File: config.mk
export PLATFORM = sky130hd
export DESIGN_NAME = key_debounce_multi
export DESIGN_NICKNAME = d
export VERILOG_FILES = /design/src/rtl/key_debounce_multi.sv
export SDC_FILE = /design/constraint.sdc
export NUM_CORES = 1
export LEC_CHECK = 0
export CORE_UTILIZATION = 60
export CTS_CLUSTER_DIAMETER = 40
export CTS_CLUSTER_SIZE = 20
export DETAILED_ROUTE_END_ITERATION = 12
export PLACE_DENSITY = 0.75
export SLEW_MARGIN = 10
export SYNTH_ARGS = -nofsm -noshare
export SYNTH_HDL_FRONTEND = slang
export SYNTH_SLANG_ARGS = --single-unit
File: constraint.sdc
create_clock -name clk -period 4.37 [get_ports clk]
set_clock_uncertainty 0.15 [all_clocks]
set_input_delay 0.874 -clock clk [delete_from_list [all_inputs] [get_ports clk]]
set_output_delay 0.874 -clock clk [all_outputs]
set_load 0.005 [all_outputs]
File: src/rtl/key_debounce_multi.sv
// Multi-channel key debouncer: 2-flop synchronizer, per-channel stability counter,
// and registered press / release / long-press pulses for N_KEYS independent keys.
module key_debounce_multi #(
  parameter int N_KEYS      = 4,
  parameter int DB_CYCLES   = 1_000_000,
  parameter int LONG_CYCLES = 50_000_000,
  parameter int ACTIVE_LOW  = 1
) (
  input  logic              clk,
  input  logic              rst,
  input  logic [N_KEYS-1:0] key,
  output logic [N_KEYS-1:0] key_level,
  output logic [N_KEYS-1:0] key_press,
  output logic [N_KEYS-1:0] key_release,
  output logic [N_KEYS-1:0] key_long
);

  localparam int                DB_W     = $clog2(DB_CYCLES);
  localparam int                LONG_W   = $clog2(LONG_CYCLES + 1);
  localparam logic [DB_W-1:0]   DB_LAST  = DB_W'(DB_CYCLES - 1);
  localparam logic [LONG_W-1:0] LONG_MAX = LONG_W'(LONG_CYCLES);
  localparam logic [LONG_W-1:0] LONG_PRE = LONG_W'(LONG_CYCLES - 1);
  localparam logic [N_KEYS-1:0] IDLE_RAW = (ACTIVE_LOW != 0) ? '1 : '0;

  logic [N_KEYS-1:0] key_p0;
  logic [N_KEYS-1:0] key_p1;
  logic [N_KEYS-1:0] pressed_p1;

  logic [DB_W-1:0]   db_cnt       [N_KEYS];
  logic [DB_W-1:0]   db_cnt_nxt   [N_KEYS];
  logic [LONG_W-1:0] long_cnt     [N_KEYS];
  logic [LONG_W-1:0] long_cnt_nxt [N_KEYS];

  logic [N_KEYS-1:0] level_nxt;
  logic [N_KEYS-1:0] press_nxt;
  logic [N_KEYS-1:0] release_nxt;
  logic [N_KEYS-1:0] long_nxt;

  function automatic logic [DB_W-1:0] db_inc(input logic [DB_W-1:0] cnt);
    return cnt + DB_W'(1);
  endfunction

  // Holding at LONG_MAX keeps the long-press pulse from repeating during one press.
  function automatic logic [LONG_W-1:0] long_sat_inc(input logic [LONG_W-1:0] cnt);
    return (cnt == LONG_MAX) ? cnt : cnt + LONG_W'(1);
  endfunction

  // ---- stage p0/p1: synchronizer, released level loaded on reset
  always_ff @(posedge clk) begin
    if (rst) begin
      key_p0 <= IDLE_RAW;
      key_p1 <= IDLE_RAW;
    end else begin
      key_p0 <= key;
      key_p1 <= key_p0;
    end
  end

  assign pressed_p1 = (ACTIVE_LOW != 0) ? ~key_p1 : key_p1;

  // ---- stage p2: debounce, edge and long-press decision
  always_comb begin
    for (int i = 0; i < N_KEYS; i++) begin
      db_cnt_nxt[i]   = '0;
      long_cnt_nxt[i] = '0;
      level_nxt[i]    = key_level[i];
      press_nxt[i]    = 1'b0;
      release_nxt[i]  = 1'b0;
      long_nxt[i]     = 1'b0;

      if (pressed_p1[i] != key_level[i]) begin
        if (db_cnt[i] == DB_LAST) begin
          level_nxt[i]   = ~key_level[i];
          press_nxt[i]   = ~key_level[i];
          release_nxt[i] = key_level[i];
        end else begin
          db_cnt_nxt[i] = db_inc(db_cnt[i]);
        end
      end

      // A release toggle clears the long counter and wins over a coincident long pulse.
      if (key_level[i] && !release_nxt[i]) begin
        long_cnt_nxt[i] = long_sat_inc(long_cnt[i]);
        long_nxt[i]     = (long_cnt[i] == LONG_PRE);
      end
    end
  end

  always_ff @(posedge clk) begin
    if (rst) begin
      key_level   <= '0;
      key_press   <= '0;
      key_release <= '0;
      key_long    <= '0;
      for (int i = 0; i < N_KEYS; i++) begin
        db_cnt[i]   <= '0;
        long_cnt[i] <= '0;
      end
    end else begin
      key_level   <= level_nxt;
      key_press   <= press_nxt;
      key_release <= release_nxt;
      key_long    <= long_nxt;
      for (int i = 0; i < N_KEYS; i++) begin
        db_cnt[i]   <= db_cnt_nxt[i];
        long_cnt[i] <= long_cnt_nxt[i];
      end
    end
  end

endmodule

Word level (Yosys, flattened, before mapping)
Memories as Yosys holds them, arrays and structs flattened.
Index checks and enable logic that the tools add are counted.
{ "classes": {"addsub": 8, "n_eq_ne": 16, "mux": 35, "bitwise_logic": 25, "n_reduce_logical": 20} }
{ "ops": {"columns": ["cell", "n"], "rows": [
  ["$mux 26", 12],
  ["$mux 20", 12],
  ["$eq 26x26->1 const B", 8],
  ["$add 26x1->26 const B", 4],
  ["$add 20x1->20 const B", 4],
  ["$eq 20x20->1 const B", 4],
  ["$not 1->1", 16],
  ["$reduce_or 3->1", 4],
  ["$mux 1", 11],
  ["$or 1x1->1", 8],
  ["$reduce_and 2->1", 4],
  ["$reduce_or 2->1", 4],
  ["$logic_and 1x1->1", 4],
  ["$logic_not 1->1", 4],
  ["$ne 1x1->1", 4],
  ["$not 4->4", 1]
]} }
{ "totals": {"reg_bits": 24, "mem_bits_rw": 184, "in_bits": 6, "output_inout_bits": 16, "elab_cells": 121, "memories": 2} }
{ "mem_list": {"columns": ["memory", "depth", "word_bits", "read_ports", "rd_clocked_by_memory_dff", "write_ports", "line_no", "source"], "rows": [
  ["long_cnt", 4, 26, 4, 0, 4, "31", "logic [LONG_W-1:0] long_cnt [N_KEYS];"],
  ["db_cnt", 4, 20, 4, 0, 4, "29", "logic [DB_W-1:0] db_cnt [N_KEYS];"]
]} }

Depth between registers and ports, before layout
Gate-level depths: netlist of run 1.
{ "logic_depth": {"word_depth": 7, "mapped_depth": 8} }

Worst setup path before layout of run 1
OpenSTA, ideal clock, no wires.
{ "synth_path": {"kind": "register to register", "start": "mem long_cnt[2][9] (netlist bit)", "end": "mem long_cnt[2][1] (netlist bit)", "setup_ns": 0.116, "arrival_ns": 1.767, "path_slack_ns": 2.337, "stages_incl_launch_ff": 7, "path_cell_list": "dfxtp_1 > or4_1 > nor4_2 > and4_4 > buf_8 > mux2i_1 > nor2_2"} }
{ "synth_lines": {"columns": ["element", "line_no"], "rows": [
  ["start, declared", "31"]
]} }

==> flow_summary.yaml, run 1 <==
placement:
  portBuffers: 21
  dp_hpwl_um: 11000
  dpl_cell_area_mm2: 0.00947
  gp_congestion: 0.793
clocking:
  htree_levels: 1
  cts-root-buf: "clkbuf_16"
  ctsResizeCount: 0
  hold_buffers: 0
  cts_buffers: 28
  tritoncts: "yes"
  cts_sinks: 208
  cts_setup_buffers: 0
  clockBufferDepth: 3
  worst_skew_pair.late_latency_ns: 0.54
  clkTransAtPathRegs_ns: 0.06
final_layout:
  fin_nets: 1081
  fillers: 1153
  multiInputGateArea_mm2: 0.00477
  seq_area_mm2: 0.00416
  final_area_mm2: 0.0104
  antenna_cells: 0
  syn_to_final_growth_pct: 14.0
  layout-drive-gt1-share: 0.0820
logic_synthesis:
  ys_ff_latch: 208
  synth_area_mm2: 0.00912
  ys.flop_type: "dfxtp_1"
  synth_edf_count: 0
  yosysSeqAreaShare: 0.457
  synthTopCellsByArea: "dfxtp_1, xor2_1, nor2_1"
  synth_area_per_cell_um2: 8.83
  syn-num-nets: 1051
  synth-async-reset-ratio: 0
  yosys.area.top_type_share: 0.457
  yosys_warnings: 0
  synthTopCellsByCount: "nor2_1, dfxtp_1, xor2_1"
  syn_inst: 1033
  synth_top_area_cell: "dfxtp_1"
  yosysUniqueCellTypes: 47
  synth_most_common_cell: "nor2_1"
timing:
  setup_viol: 0
  slew_violations: 0
  tns_ns: 0
  finalCritPeriodShare: 0.638
  rsz0062_at_grt: "false"
  hold_viol: 0
  tightestPinTransition_ns: 1.10
  min_period_ns: 2.79
  max_freq_mhz: 359
  maxSlewHeadroom: 0.262
route:
  postRouteAntennaNets: 0
  vias_per_cell: 5.52
  vias: 7007
  wl_um: 16600
  drtPass1Iterations: 11
  drt-initial-drc-count: 264
  wire_per_inst_um: 13.1
  drc: 1
setup_path:
  endpoint_kind: "register"
  reg2reg_to: "key_long[1]$_SDFF_PP0_"
  reg2reg_slack_ns: 1.58
  timing_worst_setup_path_type: "reg2reg"
  cp_max_fo: 27
  cp.required_ns: 4.58
  worst_ep_arrival_time_ns: 3.00
  start_kind: "register"
  ff2ff_path_depth: 6
  r2r-start: "db_cnt[1][0]$_SDFF_PP0_"
power_and_ir_drop:
  comb_power_share: 0.005
  ir_drop_mv: 0.349
  powerDensity_mw_per_mm2: 395
  intPower_w: 0.00319
  p_seq_frac: 0.464
  p_leak_nw: 3.25
  clkPwrFrac: 0.531
  switchingPower_w: 0.000910
  swShare: 0.222
floorplan:
  die_height_um: 125
  initial_utilization: 0.620
  io_pins: 22
  fp.coreArea_mm2: 0.0147
  fp.dieArea_mm2: 0.0157
  die_w_um: 125
  rows: 44
global_route:
  track_usage: 0.216
  grt_pass1_vias: 6428
  antenna_found_initial: 0
  overflow: 0
  grt_pass1_wl_um: 29100
  grt_max_degree: 28
min_path:
  hp-start: "key_p0[2]$_SDFF_PP1_"
  hold_path.class: "reg2reg"
  hold_depth: 1
  hold-path-endpoint: "key_p1[2]$_SDFF_PP1_"
flow_run:
  maxCapViolations: 0
outcome:
  status: "finished with violations"
  violations: "design-rule violations"
## cell families (layout without fill, tap and decap cells)
group	Yosys count	count (layout)	share of synthesized area
AO/OA/AOI/OAI	23	23	0.0172
XOR/XNOR	165	165	0.158
adder cells (fa/ha/maj)	12	12	0.0165
buffers and inverters	46	98	0.0217
flip-flops	208	208	0.457
multiplexers	5	5	0.00549
AND/OR/NAND/NOR	574	574	0.324
## worst max-delay path: stages (launching register included)
cell      delay, ns
dfxtp_1        0.39
ha_1           0.23
nand2_1        0.08
nor2_1         0.26
nand4_1        0.38
o211ai_2       0.97
nor4_1         0.15
## registers in the layout (all words and copies together), names as in the netlist
name and cells:
key_p0 4, db_cnt 80, key_p1 4, long_cnt 104, key_press 4, key_long 4
key_level 4, key_release 4
## metrics by stage
stage / hold slack [ns] / setup WS [ns] / power, W / utilization / cells
after floorplan: 0.239 / 2.34 / 0.00196 / - / 1033
after global placement: 0.243 / 1.51 / 0.00197 / 0.644 / 1217
after detailed placement: 0.245 / 1.43 / 0.00197 / 0.644 / 1217
after CTS: 0.259 / 1.55 / 0.00415 / 0.707 / 1269
after global routing: 0.279 / 1.28 / 0.00423 / 0.707 / 1269
final: 0.259 / 1.58 / 0.00410 / 0.707 / 1269
## layout make-up
cell class	instances	area share
flip-flops and latches	208	0.401
clock inverters	22	0.0197
multi-input cells	779	0.459
clock buffers	30	0.0691
repair buffers	23	0.0217
well taps	184	0.0221
inverters	23	0.00830
## metal layers
metal  wire (um)  global-route usage  part of all wire  up-vias
met5           0                   0                 0        -
met4         247              0.0459             0.015        0
met3         606              0.0372             0.037       25
met2        7760               0.365              0.47       90
met1        7970               0.290              0.48     3300
li1            -                   -                 -     3592
## layout by cell type, fill, tap and decap left out, types with 3 or more instances in the layout
cell type | Yosys | routed
and3_1 | 18 | 18
inv_1 | 23 | 23
xnor2_1 | 59 | 59
a21oi_1 | 7 | 7
clkinv_2 | 0 | 4
o21ai_1 | 5 | 5
nand4_1 | 55 | 55
clkinvlp_4 | 0 | 7
and4_1 | 16 | 16
dfxtp_1 | 208 | 208
clkbuf_16 | 0 | 28
nand3_1 | 77 | 77
or2_2 | 9 | 9
o21ai_0 | 3 | 3
nor4b_1 | 14 | 14
mux2i_1 | 5 | 5
inv_8 | 0 | 3
nand2b_1 | 4 | 4
nand3b_1 | 7 | 7
a21oi_2 | 4 | 4
nor2_1 | 222 | 222
or4_1 | 3 | 3
nor4_2 | 6 | 6
nand2_1 | 67 | 67
ha_1 | 12 | 12
clkinv_4 | 0 | 4
and2_1 | 6 | 6
clkdlybuf4s50_1 | 0 | 21
nor3_1 | 21 | 21
xor2_1 | 106 | 106
nor4_1 | 16 | 16
or3_2 | 5 | 5
or3_1 | 9 | 9
## how the worst max path moves through the flow
| stage | start | end | depth (start not counted) |
|---|---|---|---|
| 6_report | db_cnt[1][0]$_SDFF_PP0_ | key_long[1]$_SDFF_PP0_ | 6 |
| 5_1_grt | db_cnt[1][0]$_SDFF_PP0_ | key_long[1]$_SDFF_PP0_ | 6 |
| 4_1_cts | db_cnt[1][0]$_SDFF_PP0_ | key_long[1]$_SDFF_PP0_ | 6 |
| 3_5_place_dp | rst | long_cnt[3][18]$_SDFFE_PP0P_ | 6 |
| 3_3_place_gp | rst | long_cnt[3][21]$_SDFFE_PP0P_ | 6 |
| 2_1_floorplan | long_cnt[2][9]$_SDFFE_PP0P_ | long_cnt[2][1]$_SDFFE_PP0P_ | 6 |
## power by group through the flow
stage	Combinational, W	Clock [W]	Sequential (W)
after floorplan	0.0000128	0	0.00194
after global placement	0.0000210	0	0.00195
after detailed placement	0.0000212	0	0.00195
after CTS	0.0000215	0.00222	0.00190
after global routing	0.0000240	0.00231	0.00190
final	0.0000211	0.00218	0.00190
(Power assumes the default switching activity.)
==> run 2, diff against run 1 <==
--- a/config.mk
+++ b/config.mk
@@ -5,11 +5,11 @@
 export SDC_FILE = /design/constraint.sdc
 export NUM_CORES = 1
 export LEC_CHECK = 0
-export CORE_UTILIZATION = 60
+export CORE_UTILIZATION = 56
 export CTS_CLUSTER_DIAMETER = 40
 export CTS_CLUSTER_SIZE = 20
 export DETAILED_ROUTE_END_ITERATION = 12
-export PLACE_DENSITY = 0.75
+export PLACE_DENSITY = 0.73
 export SLEW_MARGIN = 10
 export SYNTH_ARGS = -nofsm -noshare
 export SYNTH_HDL_FRONTEND = slang
==> constraint.sdc (replaced) <==
create_clock -name clk -period 2.37 [get_ports clk]
set_clock_uncertainty 0.15 [all_clocks]
set_input_delay 0.474 -clock clk [delete_from_list [all_inputs] [get_ports clk]]
set_output_delay 0.474 -clock clk [all_outputs]
set_load 0.005 [all_outputs]
==> run 2 against run 1 <==
Against the previous run: the flow now finishes without violations; count of clock-buffer cells in the layout unchanged; register-to-register slack worse by 1.5 ns; sequential share of layout area decreased by 1.4 points; power up 95%; routed wire length grew 0.64%; sequential cell count did not move; setup slack got worse by 1.5 ns; sequential power up 85%; largest cell class unchanged; core utilization shrank 2.8 points; hold slack improved by 0.0015 ns; cell count is 4.7% higher.
==> flow_summary.yaml, run 2 (same netlist as run 1, synthesis figures left out) <==
outcome:
  status: "finished clean"
clocking:
  cts_buffers: 30
  tritoncts: "yes"
  htree_levels: 1
  clockBufferDepth: 3
  clkTransAtPathRegs_ns: 0.06
  cts_setup_buffers: 0
  cts-root-buf: "clkbuf_16"
  hold_buffers: 0
  worst_skew_pair.late_latency_ns: 0.55
  cts_sinks: 208
final_layout:
  mostFrequentLayoutCells: "nor2_1, dfxtp_1, xor2_1"
  fillers: 1319
  largest_reg_flops: 104
  largestRegisters: "long_cnt: 104 flops, db_cnt: 80 flops"
  stdcell_count: 1329
  final_common_cell: "nor2_1"
  layout-drive-gt1-share: 0.106
  regMostFlops: "long_cnt"
  antenna_cells: 0
  post-route-util: 0.679
  syn_to_final_growth_pct: 18.3
  fin_nets: 1107
setup_path:
  cp.required_ns: 1.75
  r2r-start: "db_cnt[0][13]$_SDFF_PP0_"
  reg2reg_slack_ns: 0.13
  start_kind: "register"
  ff2ff_path_depth: 4
  critPathBufInv: 1
  cp_slowest_cell: "clkdlybuf4s50_1"
  cpPeakStageDelay_ns: 0.61
  cp_max_fo: 6
  worst_ep_arrival_time_ns: 1.65
  path_cells: "clkdlybuf4s50_1"
  crit_family: "buffers and inverters"
  timing_worst_setup_path_type: "reg2out"
  reg2reg_to: "long_cnt[0][6]$_SDFFE_PP0P_"
  endpoint_kind: "output pin"
floorplan:
  die_w_um: 130
  rows: 46
  fp.coreArea_mm2: 0.0159
  io_pins: 22
  initial_utilization: 0.574
  fp.dieArea_mm2: 0.0168
  die_height_um: 130
flow_run:
  maxCapViolations: 0
global_route:
  grt_pass1_wl_um: 28500
  overflow: 0
  antenna_found_initial: 0
  grt_pass1_vias: 6435
  grt_max_degree: 28
  track_usage: 0.203
route:
  wl_um: 16700
  drc: 0
  postRouteAntennaNets: 0
  vias: 7006
  wire_per_inst_um: 12.6
  drtPass1Iterations: 5
  drt-initial-drc-count: 321
  vias_per_cell: 5.27
min_path:
  hold-path-endpoint: "key_p1[0]$_SDFF_PP1_"
  hold_path.class: "reg2reg"
  hp-start: "key_p0[0]$_SDFF_PP1_"
  hold_depth: 1
timing:
  min_period_ns: 2.27
  tns_ns: 0
  hold_viol: 0
  maxSlewHeadroom: 0.283
  max_freq_mhz: 441
  slew_violations: 0
  finalCritPeriodShare: 0.958
  tightestPinTransition_ns: 1.07
  rsz0062_at_grt: "false"
  fin_ws_ns: 0.101
  setup_viol: 0
power_and_ir_drop:
  ir_drop_mv: 0.709
  powerDensity_mw_per_mm2: 743
  p_leak_nw: 3.47
  power_w: 0.00802
placement:
  dp.cells: 1273
  portBuffers: 21
  gp_congestion: 0.804
  pre_cts_ws_ns: 0.139
  dp_hpwl_um: 11000
[run 2: cell types whose count changed in the layout (fill, tap and decap cells not counted)]
cell	delta
clkinv_8	+6
inv_6	+4
clkinv_4	-4
buf_12	+3
bufinv_16	-1
clkbuf_1	-1
clkinvlp_4	-5
clkbuf_8	-1
buf_4	+21
clkbuf_16	+2
inv_8	+8
clkinv_2	-4
[run 2: worst max-delay path by stage]
stage | from | to | slack (ns) | depth (start not counted)
after floorplan | long_cnt[2][9]$_SDFFE_PP0P_ | long_cnt[2][1]$_SDFFE_PP0P_ | 0.34 | 6
after global placement | db_cnt[0][13]$_SDFF_PP0_ | long_cnt[0][8]$_SDFFE_PP0P_ | 0.21 | 4
after detailed placement | db_cnt[0][4]$_SDFF_PP0_ | key_long[0]$_SDFF_PP0_ | 0.14 | 4
after CTS | key_level[0]$_SDFFE_PP0P_ | key_level[0] | 0.07 | 1
after global routing | db_cnt[0][4]$_SDFF_PP0_ | long_cnt[0][19]$_SDFFE_PP0P_ | 0.002 | 4
final | key_level[0]$_SDFFE_PP0P_ | key_level[0] | 0.10 | 1
[run 2: final cells by class]
type,instances,area (um2),area share
timing repair buffer,47,443,0.0411
tap,216,270,0.0251
multi-input combinational,779,4770,0.442
clock inverter,26,305,0.0283
clock buffer,30,751,0.0696
inverter,23,86.3,0.00800
sequential,208,4160,0.386
[run 2: power by group]
group | total, W | switching (W) | internal [W]
clock network | 0.00446 | 0.00195 | 0.00251
registers | 0.00351 | 0.00000539 | 0.00350
logic | 0.0000449 | 0.0000243 | 0.0000206
[run 2: worst reg2reg max path: stages, from the launching register on]
cell,delay [ns]
dfxtp_1,0.35
nor4b_1,0.36
nand2_1,0.16
o311ai_4,0.93
nor2_1,0.13
[run 2: routing by layer]
metal  global-route usage  routed length (um)  up-vias
li1                     -                   -     3665
met1                0.264                8170     3220
met2                0.343                7570       89
met3               0.0409                 579       32
met4               0.0568                 376        0
met5                    0                   0        -
[run 2: per-stage QoR]
step | instance area (um2) | hold WS (ns)
4_1_cts | 10800 | 0.262
6_report | 10800 | 0.260
3_3_place_gp | 9730 | 0.242
2_1_floorplan | 9120 | 0.239
5_1_grt | 10800 | 0.274
3_5_place_dp | 9730 | 0.246
[run 2: repair_timing]
action / 4_1_cts / 5_1_grt
setup endpoints to repair: 0 / 14
gates resized for setup: 0 / 0
endpoints found under the hold margin: 0 / 0
==> run 3, diff against run 2 <==
--- a/config.mk
+++ b/config.mk
@@ -10,6 +10,7 @@
 export CTS_CLUSTER_SIZE = 20
 export DETAILED_ROUTE_END_ITERATION = 12
 export PLACE_DENSITY = 0.73
+export RECOVER_POWER = 50
 export SLEW_MARGIN = 10
 export SYNTH_ARGS = -nofsm -noshare
 export SYNTH_HDL_FRONTEND = slang
==> run 3 against run 2 <==
Against the previous run: sequential power about the same; non-clock buffer count is the same; hold slack is essentially flat; maximum frequency about the same; power is essentially flat; critical path depth did not move; first-iteration DRC count fell by 12%; largest power group unchanged; critical endpoint unchanged.
==> flow_summary.yaml, run 3 (same netlist as run 1, synthesis figures left out) <==
outcome:
  status: "finished clean"
global_route:
  overflow: 0
  antenna_found_initial: 0
  grt_pass1_vias: 6435
  grt_pass1_wl_um: 28500
  track_usage: 0.203
  grt_max_degree: 28
power_and_ir_drop:
  ir_drop_mv: 0.704
  power_w: 0.00801
  swShare: 0.247
  intPower_w: 0.00603
  p_seq_frac: 0.438
  comb_power_share: 0.005
  clkPwrFrac: 0.557
  p_leak_nw: 3.49
  switchingPower_w: 0.00198
  powerDensity_mw_per_mm2: 746
setup_path:
  crit_family: "buffers and inverters"
  cp_slowest_cell: "clkdlybuf4s50_1"
  worst_ep_arrival_time_ns: 1.65
  start_kind: "register"
  critPathBufInv: 1
  endpoint_kind: "output pin"
  cpPeakStageDelay_ns: 0.61
  path_cells: "clkdlybuf4s50_1"
  timing_worst_setup_path_type: "reg2out"
  cp.required_ns: 1.75
  cp_max_fo: 6
final_layout:
  antenna_cells: 0
  largestRegisters: "long_cnt: 104 flops, db_cnt: 80 flops"
  largest_reg_flops: 104
  final_common_cell: "nor2_1"
  layout-drive-gt1-share: 0.0979
  post-route-util: 0.676
  fin_nets: 1107
  stdcell_count: 1329
  regMostFlops: "long_cnt"
  mostFrequentLayoutCells: "nor2_1, dfxtp_1, xor2_1"
  syn_to_final_growth_pct: 17.7
clocking:
  htree_levels: 1
  cts_setup_buffers: 0
  cts_buffers: 30
  clkTransAtPathRegs_ns: 0.07
  worst_skew_pair.late_latency_ns: 0.55
  hold_buffers: 0
  clockBufferDepth: 3
  ctsResizeCount: 0
  cts_sinks: 208
  cts-root-buf: "clkbuf_16"
  tritoncts: "yes"
timing:
  max_freq_mhz: 441
  min_period_ns: 2.27
  tightestPinTransition_ns: 1.06
  finalCritPeriodShare: 0.958
  maxSlewHeadroom: 0.292
  tns_ns: 0
  setup_viol: 0
  hold_viol: 0
  slew_violations: 0
  rsz0062_at_grt: "false"
min_path:
  hold_path.class: "reg2reg"
placement:
  gp_congestion: 0.804
  dp_hpwl_um: 11000
  dp.cells: 1273
  portBuffers: 21
floorplan:
  die_height_um: 130
  initial_utilization: 0.574
  fp.coreArea_mm2: 0.0159
  io_pins: 22
  rows: 46
  die_w_um: 130
  fp.dieArea_mm2: 0.0168
route:
  drtPass1Iterations: 5
  vias: 7021
  vias_per_cell: 5.28
  wl_um: 16700
  wire_per_inst_um: 12.6
  postRouteAntennaNets: 0
  drc: 0
  drt-initial-drc-count: 284
flow_run:
  maxCapViolations: 0
==> run 3: cell count changes in the layout (fill, tap and decap cells not counted), moves of 4 or more <==
cell and delta:
clkdlybuf4s50_1 -13, a21oi_1 +4, clkbuf_1 +4, dlygate4sd3_1 +13, buf_4 -5, a21oi_2 -4
==> run 3: layout make-up <==
type	instances	area, um2
repair buffers	47	413
inverters	23	86.3
well taps	216	270
flip-flops and latches	208	4160
fillers	1330	5150
clock inverters	26	305
clock buffers	30	751
multi-input cells	779	4750
==> run 3: routing by layer <==
metal,share of wire,vias to the layer above,GRT usage
met2,0.45,94,0.343
met5,0,-,0
li1,-,3665,-
met4,0.021,0,0.0568
met1,0.49,3233,0.264
met3,0.037,29,0.0409
==> run 3: per-stage QoR <==
stage	hold slack (ns)	area [um2]	worst slack [ns]
after floorplan	0.239	9120	0.337
after global placement	0.242	9730	0.209
after detailed placement	0.246	9730	0.139
after CTS	0.262	10800	0.0704
after global routing	0.274	10700	0.00160
final	0.260	10700	0.100
==> run 3: power by group through the flow <==
stage	sequential (W)	combinational, W	clock (W)
after floorplan	0.00359	0.0000236	0
after global placement	0.00359	0.0000446	0
after detailed placement	0.00359	0.0000452	0
after CTS	0.00351	0.0000455	0.00456
after global routing	0.00351	0.0000473	0.00473
final	0.00351	0.0000416	0.00446
==> run 3: path summary, 6_finish.rpt <==
| kind | cells after the start | endpoint | from | slack [ns] |
|---|---|---|---|---|
| max | 1 | key_level[0] | key_level[0]$_SDFFE_PP0P_ | 0.10 |
| max reg2reg | 4 | long_cnt[0][6]$_SDFFE_PP0P_ | db_cnt[0][13]$_SDFF_PP0_ | 0.14 |
| min reg2reg | 1 | key_p1[2]$_SDFF_PP1_ | key_p0[2]$_SDFF_PP1_ | 0.26 |
| min | 1 | key_p1[2]$_SDFF_PP1_ | key_p0[2]$_SDFF_PP1_ | 0.26 |
==> edit, RTL diff (settings of run 3) <==
`key_long` no longer has a reset.
--- a/src/rtl/key_debounce_multi.sv
+++ b/src/rtl/key_debounce_multi.sv
@@ -93,3 +93,2 @@
       key_release <= '0;
-      key_long    <= '0;
       for (int i = 0; i < N_KEYS; i++) begin
@@ -102,3 +101,2 @@
       key_release <= release_nxt;
-      key_long    <= long_nxt;
       for (int i = 0; i < N_KEYS; i++) begin
@@ -110,2 +108,6 @@
 
+  always_ff @(posedge clk) begin
+    key_long <= long_nxt;
+  end
+
 endmodule
Function: no difference found for any inputs over 10 cycles, from zero or initial values and one cycle with rst high; that may be too few to reach the edited logic, so the function may still have changed.
==> edit against run 3 <==
Area after synthesis shrank 1.3%. Critical path depth is 6 higher. Design area shrank 1.6%. Die area decreased by 1.3%. Via count down 4.5%. Clock power rose by 7.0%. Wire length down 3.7%. Core utilization increased by 0.91 points. Total power rose by 3.9%. Worst setup slack better by 0.043 ns. Count of clock-buffer cells in the layout rose by 6. Sequential cell count unchanged. Critical path type is now reg2reg. Largest cell class unchanged. Largest power group unchanged.
==> edit: results (changes against run 3) <==
{
  "slew_headroom": {"value": 59.1, "unit": "%", "change": "+30 points"},
  "hp-start": "key_p0[3]",
  "fin_hold_ws": {"value": 0.249, "unit": "ns", "change": "-0.0116 ns"},
  "arrival": {"value": 2.51, "unit": "ns", "change": "+0.86 ns"},
  "worst-path-max-fanout": {"value": 26, "change": "+20"},
  "dr.first_iter.drc_count": {"value": 310, "change": "+9.2%"},
  "run_status": "finished clean",
  "layout_cell_share_with_drive_strength_beyond_1": {"value": 8.85, "unit": "%", "change": "-0.95 points"},
  "regToRegEndpoint": "long_cnt[0][3]",
  "gpl.final_weighted_congestion": {"value": 0.748, "change": "-7.0%"},
  "beginning_of_the_worst_register_to_register_path": "db_cnt[0][0]",
  "holdPathEnd": "key_p1[3]",
  "yosys.area_share.xor_xnor": {"value": 16.6, "unit": "%", "change": "+0.79 points"},
  "pin_count_of_the_biggest_net_entering_global_routing": {"value": 27, "change": "-3.6%"},
  "wirelength": {"value": 16100, "unit": "microns", "change": "-3.7%"},
  "worstRegToRegCells": {"value": 7, "change": "+3"},
  "yosys-mux-area-fraction": {"value": 0.445, "unit": "%", "change": "-0.10 points"},
  "dp_hpwl": {"value": 10400, "unit": "microns", "change": "-5.9%"},
  "syn_nets": {"value": 1021, "change": "-2.9%"},
  "gr-usage-all-layers": {"value": 20.3, "unit": "%", "change": "-0.083 points"},
  "synth_cell_type_count": {"value": 49, "change": "+4.3%"},
  "synth.yosys.seq_area_share": {"value": 46.3, "unit": "%", "change": "+0.59 points"},
  "synthTopCellsByArea": "sky130_fd_sc_hd__dfxtp_1 46%, sky130_fd_sc_hd__xor2_1 11%, sky130_fd_sc_hd__nor2_1 9.0%, sky130_fd_sc_hd__xnor2_1 5.6%, sky130_fd_sc_hd__nand3_1 3.8%",
  "syn_area_per_cell": {"value": 8.98, "unit": "sq um", "change": "+1.7%"},
  "wl_met2": {"value": 7240, "unit": "microns", "change": "-4.3%"},
  "vias_per_instance": {"value": 5.22, "change": "-1.2%"},
  "detailed_place.area": {"value": 9520, "unit": "sq um", "change": "-2.2%"},
  "firstDrtPassIters": {"value": 4, "change": "-1"},
  "wl_met1": {"value": 8020, "unit": "microns", "change": "-1.6%"},
  "power.ir.vdd_worst": {"value": 0.836, "unit": "mV", "change": "+19%"},
  "first_global_vias": {"value": 6436, "change": "+0.016%"}
}
## edit: critical path: stages, from the launching register on
cell,delay [ns]
sky130_fd_sc_hd__dfxtp_1,0.38
sky130_fd_sc_hd__ha_1,0.21
sky130_fd_sc_hd__and4_1,0.29
sky130_fd_sc_hd__nand4_1,0.13
sky130_fd_sc_hd__or3_1,0.42
sky130_fd_sc_hd__nand3b_2,0.09
sky130_fd_sc_hd__clkbuf_4,0.32
sky130_fd_sc_hd__nor2_1,0.09
## edit: cell type report
type | count | area (sq um)
clock inverters | 19 | 285
clock buffers | 36 | 815
flip-flops and latches | 208 | 4160
fillers | 1311 | 4860
inverters | 26 | 97.6
multi-input cells | 750 | 4640
well taps | 211 | 264
repair buffers | 35 | 304
## edit: worst max-delay path by stage
| stage | startpoint | to | slack (ns) | cells after the start |
|---|---|---|---|---|
| 4_1_cts | db_cnt[0][0] | db_cnt[0][3] | 0.11 | 6 |
| 2_1_floorplan | db_cnt[0][0] | long_cnt[0][12] | 0.45 | 7 |
| 5_1_grt | db_cnt[0][0] | long_cnt[0][24] | 0.03 | 7 |
| 6_report | db_cnt[0][0] | long_cnt[0][3] | 0.14 | 7 |
| 3_3_place_gp | db_cnt[0][0] | db_cnt[0][16] | 0.23 | 6 |
| 3_5_place_dp | db_cnt[0][0] | db_cnt[0][3] | 0.14 | 6 |
## edit: power by group
part / leakage [uW] / switching (uW) / internal [uW]
sequential: 0.00168 / 6.09 / 3510
combinational: 0.00130 / 24.5 / 19.2
clock: 0.000537 / 1710 / 3050
total: 0.00351 / 1750 / 6580
## edit: metal layers
layer / vias up / GRT usage [%]
met4: 0 / 5.95
met5: - / 0
met2: 83 / 33.8
met3: 34 / 3.74
li1: 3519 / -
met1: 3069 / 26.7
